==> src/rtl/codec_cfg_pkg.sv <==
// Shared types and constants for the WM8731 configuration sequencer:
// FSM state encoding, codec register addresses and the default init table.
package codec_cfg_pkg;

    typedef enum logic [2:0] {
        ST_IDLE,
        ST_ISSUE,
        ST_WAIT,
        ST_SETTLE,
        ST_DONE,
        ST_FAIL
    } cfg_state_e;

    localparam int CFG_NUM_REGS = 9;

    // WM8731 register addresses (7-bit, occupy word bits 15:9)
    localparam logic [6:0] REG_LEFT_HP  = 7'h02;
    localparam logic [6:0] REG_RIGHT_HP = 7'h03;
    localparam logic [6:0] REG_ANALOG   = 7'h04;
    localparam logic [6:0] REG_DIGITAL  = 7'h05;
    localparam logic [6:0] REG_POWER    = 7'h06;
    localparam logic [6:0] REG_IFACE    = 7'h07;
    localparam logic [6:0] REG_SAMPLING = 7'h08;
    localparam logic [6:0] REG_ACTIVE   = 7'h09;
    localparam logic [6:0] REG_RESET    = 7'h0F;

    localparam logic [15:0] WORD_RESET    = {REG_RESET,    9'h000};
    localparam logic [15:0] WORD_POWER    = {REG_POWER,    9'h000};
    localparam logic [15:0] WORD_ANALOG   = {REG_ANALOG,   9'h012};
    localparam logic [15:0] WORD_DIGITAL  = {REG_DIGITAL,  9'h000};
    localparam logic [15:0] WORD_IFACE    = {REG_IFACE,    9'h023};
    localparam logic [15:0] WORD_SAMPLING = {REG_SAMPLING, 9'h02F};
    localparam logic [15:0] WORD_LEFT_HP  = {REG_LEFT_HP,  9'h060};
    localparam logic [15:0] WORD_RIGHT_HP = {REG_RIGHT_HP, 9'h060};
    localparam logic [15:0] WORD_ACTIVE   = {REG_ACTIVE,   9'h001};

endpackage

==> src/rtl/codec_cfg_rom.sv <==
// Combinational index-to-word lookup for the codec init table; edit here
// to change register contents without touching the sequencer FSM.
module codec_cfg_rom
    import codec_cfg_pkg::*;
(
    input  logic [3:0]  index,
    output logic [15:0] word
);

    always_comb begin
        word = '0;
        case (index)
            4'd0: word = WORD_RESET;
            4'd1: word = WORD_POWER;
            4'd2: word = WORD_ANALOG;
            4'd3: word = WORD_DIGITAL;
            4'd4: word = WORD_IFACE;
            4'd5: word = WORD_SAMPLING;
            4'd6: word = WORD_LEFT_HP;
            4'd7: word = WORD_RIGHT_HP;
            4'd8: word = WORD_ACTIVE;
            default: word = '0;
        endcase
    end

endmodule

==> src/rtl/codec_config_sequencer.sv <==
// Walks the WM8731 init table over the I2C command master, retrying NACKed
// words, and enables audio streaming once every word has been acknowledged.
module codec_config_sequencer
    import codec_cfg_pkg::*;
#(
    parameter int NUM_REGS      = CFG_NUM_REGS,
    parameter int MAX_RETRY     = 3,
    parameter int SETTLE_CYCLES = 1024
) (
    input  logic        clk,
    input  logic        irstn,
    input  logic        start,
    output logic        cmd_valid,
    input  logic        cmd_ready,
    output logic [15:0] cmd_word,
    input  logic        xfer_done,
    input  logic        xfer_ack,
    output logic        busy,
    output logic        cfg_done,
    output logic        cfg_error,
    output logic [3:0]  err_index,
    output logic        stream_en
);

    localparam int RETRY_W  = $clog2(MAX_RETRY + 1);
    localparam int SETTLE_W = (SETTLE_CYCLES > 1) ? $clog2(SETTLE_CYCLES) : 1;

    localparam logic [3:0]          LAST_INDEX  = 4'(NUM_REGS - 1);
    localparam logic [RETRY_W-1:0]  LAST_RETRY  = RETRY_W'(MAX_RETRY - 1);
    localparam logic [SETTLE_W-1:0] LAST_SETTLE = SETTLE_W'(SETTLE_CYCLES - 1);

    cfg_state_e          state, state_next;
    logic [3:0]          index, index_next;
    logic [RETRY_W-1:0]  retry, retry_next;
    logic [SETTLE_W-1:0] settle_cnt, settle_next;
    logic [3:0]          err_next;
    logic [15:0]         rom_word;

    codec_cfg_rom u_rom (
        .index (index),
        .word  (rom_word)
    );

    always_ff @(posedge clk or negedge irstn) begin
        if (!irstn) begin
            state      <= ST_IDLE;
            index      <= '0;
            retry      <= '0;
            settle_cnt <= '0;
            err_index  <= '0;
        end else begin
            state      <= state_next;
            index      <= index_next;
            retry      <= retry_next;
            settle_cnt <= settle_next;
            err_index  <= err_next;
        end
    end

    always_comb begin
        state_next  = state;
        index_next  = index;
        retry_next  = retry;
        settle_next = settle_cnt;
        err_next    = err_index;
        cmd_valid   = 1'b0;
        cmd_word    = '0;
        busy        = 1'b0;
        cfg_done    = 1'b0;
        cfg_error   = 1'b0;

        case (state)
            ST_IDLE: begin
                if (start) begin
                    index_next = '0;
                    retry_next = '0;
                    state_next = ST_ISSUE;
                end
            end
            ST_ISSUE: begin
                cmd_valid = 1'b1;
                cmd_word  = rom_word;
                busy      = 1'b1;
                if (cmd_ready) state_next = ST_WAIT;
            end
            ST_WAIT: begin
                busy = 1'b1;
                if (xfer_done) begin
                    if (xfer_ack) begin
                        retry_next = '0;
                        if (index == 4'd0) begin
                            // codec needs idle time after its soft reset
                            settle_next = '0;
                            state_next  = ST_SETTLE;
                        end else if (index == LAST_INDEX) begin
                            state_next = ST_DONE;
                        end else begin
                            index_next = index + 4'd1;
                            state_next = ST_ISSUE;
                        end
                    end else if (retry == LAST_RETRY) begin
                        err_next   = index;
                        state_next = ST_FAIL;
                    end else begin
                        retry_next = retry + RETRY_W'(1);
                        state_next = ST_ISSUE;
                    end
                end
            end
            ST_SETTLE: begin
                busy = 1'b1;
                if (settle_cnt == LAST_SETTLE) begin
                    index_next = 4'd1;
                    state_next = ST_ISSUE;
                end else begin
                    settle_next = settle_cnt + SETTLE_W'(1);
                end
            end
            ST_DONE, ST_FAIL: begin
                cfg_done  = (state == ST_DONE);
                cfg_error = (state == ST_FAIL);
                if (start) begin
                    err_next   = '0;
                    index_next = '0;
                    retry_next = '0;
                    state_next = ST_ISSUE;
                end
            end
            default: state_next = ST_IDLE;
        endcase
    end

    assign stream_en = cfg_done;

endmodule

==> config.mk <==
export PLATFORM = sky130hd
export DESIGN_NAME = codec_config_sequencer
export DESIGN_NICKNAME = d
export VERILOG_FILES = /design/src/rtl/codec_cfg_pkg.sv /design/src/rtl/codec_cfg_rom.sv /design/src/rtl/codec_config_sequencer.sv
export SDC_FILE = /design/constraint.sdc
export NUM_CORES = 1
export LEC_CHECK = 0
export ABC_CLOCK_PERIOD_IN_PS = 1650
export BUFFER_PORTS_ARGS = -buffer_cell sky130_fd_sc_hd__buf_2
export CELL_PAD_IN_SITES_DETAIL_PLACEMENT = 0
export CELL_PAD_IN_SITES_GLOBAL_PLACEMENT = 1
export CORE_MARGIN = 2
export CORE_UTILIZATION = 38
export DETAILED_ROUTE_END_ITERATION = 7
export MAX_ROUTING_LAYER = met4
export PLACE_DENSITY_LB_ADDON = 0.1
export SETUP_SLACK_MARGIN = 0.02
export SLEW_MARGIN = 0
export SYNTH_ARGS = -nofsm -noshare
export SYNTH_HDL_FRONTEND = slang
export SYNTH_HIERARCHICAL = 1
export SYNTH_SLANG_ARGS = --single-unit
export TNS_END_PERCENT = 5
==> constraint.sdc <==
create_clock -name clk -period 1.65 [get_ports clk]
set_input_delay 0.33 -clock clk [delete_from_list [all_inputs] [get_ports clk]]
set_output_delay 0.33 -clock clk [all_outputs]
set_load 0.01 [all_outputs]
# Yosys cells after proc, flatten, opt, wreduce, memory -nomap -nowiden
# Memory sizes are Yosys's and may differ from the RTL's.
# Cells that the tools add are included.
# W data, S select, Z words.
[totals]
out_inout_bits = 25
wordCells = 79
n_memories = 1
ram_bits = 0
reg_bits = 23
in_bits = 6
rom_bits = 176
latchBits = 0
[memory_table]
columns = ["name", "words", "width", "read_ports", "rd_clocked_by_memory_dff", "wr", "line", "source"]
rows = [
  ["(no name shown)", 16, 11, 1, 0, 0, "codec_cfg_rom.sv:12", "case (index)"],
]
[classes]
n_lt_le_gt_ge = 0
shifts = 0
n_bitwise = 0
eq_ne = 21
div_mod_pow = 0
n_mux = 35
reduce_logical = 14
n_addsub = 3
mul = 0
[op_table]
columns = ["cell", "n"]
rows = [
  ["$mux W10", 4],
  ["$mux W4", 9],
  ["$mux W3", 8],
  ["$ne A2 B2 Y1 const B", 11],
  ["$pmux W10 S2", 1],
  ["$mux W16", 1],
  ["$pmux W3 S4", 1],
  ["$pmux W4 S3", 1],
  ["$add A10 B1 Y10 const B", 1],
  ["$eq A10 B10 Y1 const B", 1],
  ["$reduce_and A5 Y1", 2],
  ["$mux W2", 4],
  ["$pmux W4 S2", 1],
  ["$reduce_and A4 Y1", 2],
  ["$reduce_and A7 Y1", 1],
  ["$eq A3 B2 Y1 const B", 2],
  ["$eq A3 B3 Y1 const B", 2],
  ["$reduce_bool A2 Y1", 3],
  ["$reduce_or A3 Y1", 2],
  ["$add A4 B1 Y4 const B", 1],
  ["$eq A4 B4 Y1 const B", 1],
  ["$logic_not A4 Y1", 1],
  ["$mux W1", 4],
  ["$pmux W2 S2", 1],
  ["8 further kinds", 8],
]

# Logic depth before layout (Yosys ltp)
[depth]
depth_word = 6
ltp_mapped = 6
depth_no_buf = 6

# Cells and area by module
# The synthesis kept the hierarchy.
[by_module_without_submodules]
columns = ["mod", "n_inst", "area_each_um2", "cells_per_inst"]
rows = [
  ["codec_config_sequencer", 1, 1559.0, 173],
  ["codec_cfg_rom", 1, 188.9, 28],
]

# Least setup slack after synthesis
# No wires, ideal clock.
[synth_timing]
path_kind = "register -> output"
from = "register state[1]"
to = "output cmd_word[10]"
stages_incl_launch_ff = 7
arrival_ns = 1.413
required_ns = 1.320
slack_ns = -0.093
cell_sequence = "dfrtp_1 buf_4 inv_1 nand3_1 inv_1 clkbuf_1 and2_1"
[synth_between]
elab_chain_len = 2
[synth_rtl]
columns = ["element", "line", "source"]
rows = [
  ["start: declaration", "codec_config_sequencer.sv:32", "cfg_state_e state, state_next;"],
  ["start signal: assignment", "codec_config_sequencer.sv:52", "state <= state_next;"],
  ["$eq A3 B1 Y1", "codec_config_sequencer.sv:72", "case (state)"],
  ["$mux W16", "codec_config_sequencer.sv:72", ""],
  ["end: declaration", "codec_config_sequencer.sv:15", "output logic [15:0] cmd_word,"],
]
# Every way passes these cells.

# Final worst setup path
[layout_timing]
from = "register index[1]"
to = "output cmd_word[1]"
[layout_between]
elab_chain_len = 2
[layout_rtl]
columns = ["element", "line", "source"]
rows = [
  ["start: declaration", "codec_config_sequencer.sv:33", "logic [3:0] index, index_next;"],
  ["start signal: assignment", "codec_config_sequencer.sv:53", "index <= index_next;"],
  ["$mem_v2 Z16 W11", "--", ""],
  ["via rom_word[1]", "codec_config_sequencer.sv:37", "logic [15:0] rom_word;"],
  ["$mux W16", "codec_config_sequencer.sv:72", ""],
]
# The timed path passes the listed nets, and every way through them passes these cells.

==> run_results.csv <==
group,metric,value,unit
run_status,status,"finished, violations left",
run_status,violations,"setup timing",
timing,fin_crit,1.77,ns
drt,viasPerCell,5.17,
yosys,ys_ff_latch,23,
critical_path,path_max_fanout,5,
drt,route.detailed.drc,0,
critical_path,crit_path_start_kind,"flop",
yosys,syn-instance-count,201,
yosys,synth_area,1750,µm²
power_and_ir_drop,power-per-cell-area,1530,nW/µm²
timing,finClkSkew,0.00801,ns
power_and_ir_drop,comb_power_share,65.8,%
drt,drt_iter0_markers,68,
timing,hold_viol,0,
layout,areaGrowthSynthToFinish,35.4,%
drt,totalWireLength,4.46,mm
grt,grtUsageMet3,2.67,%
yosys,ys_types,53,
critical_path,r2r_cells,7,
drt,ant_nets,0,
timing,tightest_slew,0.544,ns
yosys,yosysTopAreaCell,"dfrtp_1",
layout,final_nets,271,
die,ios,31,
clocking,cts_max_level,1,
yosys,ys_async_sr_fraction,100,%
critical_path,worstReg2RegEnd,"index[2]",
die,coreArea,4380,µm²
layout,diodes,0,
power_and_ir_drop,total_power,3630,µW
power_and_ir_drop,ir_worst_vdd,0.639,mV
die,start_util,39.9,%
yosys,syn_avg_cell_area,8.70,µm²
yosys,netlist.area_leader.share,32.9,%
critical_path,r2r_setup_slack,-0.07,ns
power_and_ir_drop,p_int,2090,µW
clocking,tritoncts,"done",
timing,setup_violations,20,
power_and_ir_drop,switching_share,42.4,%
drt,wire_per_inst,14.4,µm
grt,antenna_found_initial,0,
critical_path,cp.required,1.32,ns
die,rows,24,
grt,grt_first_pass_wirelength,7.61,mm
clocking,hold_buffers,0,
place,pre_cts_slack,-0.0647,ns
clocking,cts.sinks,23,
layout,fill_cells,404,
grt,gr-usage-met2,29.0,%
timing,timing.fmax,565,MHz
timing,setup_ws,-0.120,ns
flow_run,cap_violations,0,
die,die_h,71.8,µm
critical_path,path_class,"flop to output port",
grt,grt-busiest-layer,"met2",
grt,grt_pass1_vias,1617,
grt,gr-total-overflow,0,
yosys,synth_top_cells_by_count,"23 x dfrtp_1, 21 x inv_1, 17 x and2_1",
place,gp_congestion,0.847,
yosys,synth.most_common_cell,"dfrtp_1",
layout,drive_gt1_share,38.5,%
grt,grtUsageTotal,19.0,%
place,dpl.hpwl,3.29,mm
timing,slew_headroom,63.7,%
die,die-area,5160,µm²
place,numPortBuffers,25,
grt,grt_max_degree,24,
yosys,yosys_warnings,6,
clocking,root_buffer,"clkbuf_8",
yosys,ys_top_cells_by_area,"dfrtp_1 33%, and2_1 6.1%, ha_1 5.0%, nand3_1 4.6%, inv_1 4.5%",
clocking,clockBufferDepth,2,
critical_path,arrival,1.44,ns
power_and_ir_drop,p_seq_share,24.3,%
timing,rsz0062_at_grt,"true",
yosys,synth_ff_type,"dfrtp_1",
drt,first_pass_iters,4,
power_and_ir_drop,total_leakage_power,0.00109,µW
clocking,cts_buffers,3,
yosys,synth_edf_count,0,
power_and_ir_drop,pwr-share-clk,9.8,%
min_path,hold_path.class,"primary input to asynchronous set/reset pin",
yosys,yosysSeqAreaShare,32.9,%
die,die_x,71.8,µm
timing,slew_violations,0,
clocking,clock_latency,0.26,ns
timing,min_period_over_period,107,%
grt,grtUsageMet1,27.0,%
clocking,clkTransAtPathRegs,0.09,ns
power_and_ir_drop,power.net_switching,1540,µW
drt,via_count,1597,
critical_path,end_kind,"output port",
critical_path,r2r_start,"index[0]",
-- timing repair --
item                                    in CTS  in global routing
gates resized for setup                     31                 10
cloned                                       1                  0
setup buffers                                5                  0
pin swaps                                    6                  7
endpoints found under the setup margin      20                 34
-- how the worst max path moves through the flow --
| stage | startpoint | slack [ns] | cells past startpoint | to |
|---|---|---|---|---|
| global placement | state[2] | 0.03 | 5 | index[2] |
| detailed placement | state[2] | -0.06 | 5 | index[2] |
| global route | index[1] | -0.23 | 7 | cmd_word[0] |
| CTS | index[1] | -0.12 | 7 | cmd_word[0] |
| floorplan | settle_cnt[0] | 0.02 | 5 | index[2] |
| finish | index[1] | -0.12 | 6 | cmd_word[1] |
-- layout make-up --
class / instances / area (µm²) / area share (%)
Clock buffer: 3 / 41.3 / 1.75
Clock inverter: 1 / 5.00 / 0.212
Inverter: 22 / 97.6 / 4.12
Multi-Input combinational cell: 148 / 1150 / 48.8
Sequential cell: 23 / 581 / 24.5
Tap cell: 52 / 65.1 / 2.75
Timing Repair Buffer: 59 / 415 / 17.6
Timing Repair inverter: 1 / 7.51 / 0.317
-- sequential cells by signal, indices dropped and copies added, names as in the netlist --
register / cells
state: 3
settle_cnt: 10
err_index: 4
index: 4
retry: 2
-- kinds of logic after synthesis --
kind of cell	synth area share, %
AOI/OAI and AO/OA	23.3
adders and majority gates	5.01
buffers and inverters	9.31
DFF	32.9
muxes	0.573
other	0.215
and+or+nand+nor	28.6
-- power by group through the flow --
stage / sequential [µW] / combinational, µW / clock (µW)
floorplan: 899 / 1190 / 0
global placement: 866 / 1920 / 0
detailed placement: 873 / 1960 / 0
CTS: 881 / 2280 / 370
global route: 909 / 2620 / 398
finish: 882 / 2390 / 357
-- layout by cell type (no fill, tap or decap), types with 3 or more instances in the layout --
cell       n
nand2_1    9
a22o_1     3
inv_2      3
a21oi_1    8
conb_1     5
and2_1    17
ha_1       3
buf_4     27
nand2b_1   4
nor2_1     7
buf_2     25
nor3_1     6
nand3_1   15
o21ai_0   12
buf_6      6
nand4_1    3
inv_1     15
dfrtp_1   19
dfrtp_2    4
clkbuf_8   3
ha_4       4
-- through the flow --
step           util, %  std cells  hold slack (ns)  setup TNS, ns  cell area (µm²)
3_5_place_dp      48.5        299            0.355         -0.121             2120
5_1_grt           54.0        309           0.0835          -3.37             2370
3_3_place_gp      48.5        299            0.343              0             2120
6_report          54.0        309           0.0371          -1.17             2370
4_1_cts           52.8        309           0.0585          -1.38             2310
2_1_floorplan        -        205           0.0344              0             1790
-- critical path, stage by stage, from the launching register on --
cell and delay, ns:
dfrtp_2 0.42, buf_6 0.14, buf_6 0.12, nand2b_4 0.12, a21oi_1 0.12, and2_1 0.13
buf_2 0.13
-- metal layers --
metal | wire length [µm] | vias up
met2 | 2060 | 25
li1 | - | 817
met4 | 24 | 0
met1 | 2250 | 753
met3 | 130 | 2
met5 | 0 | -
Note: power is estimated with default switching activity, not from simulation.
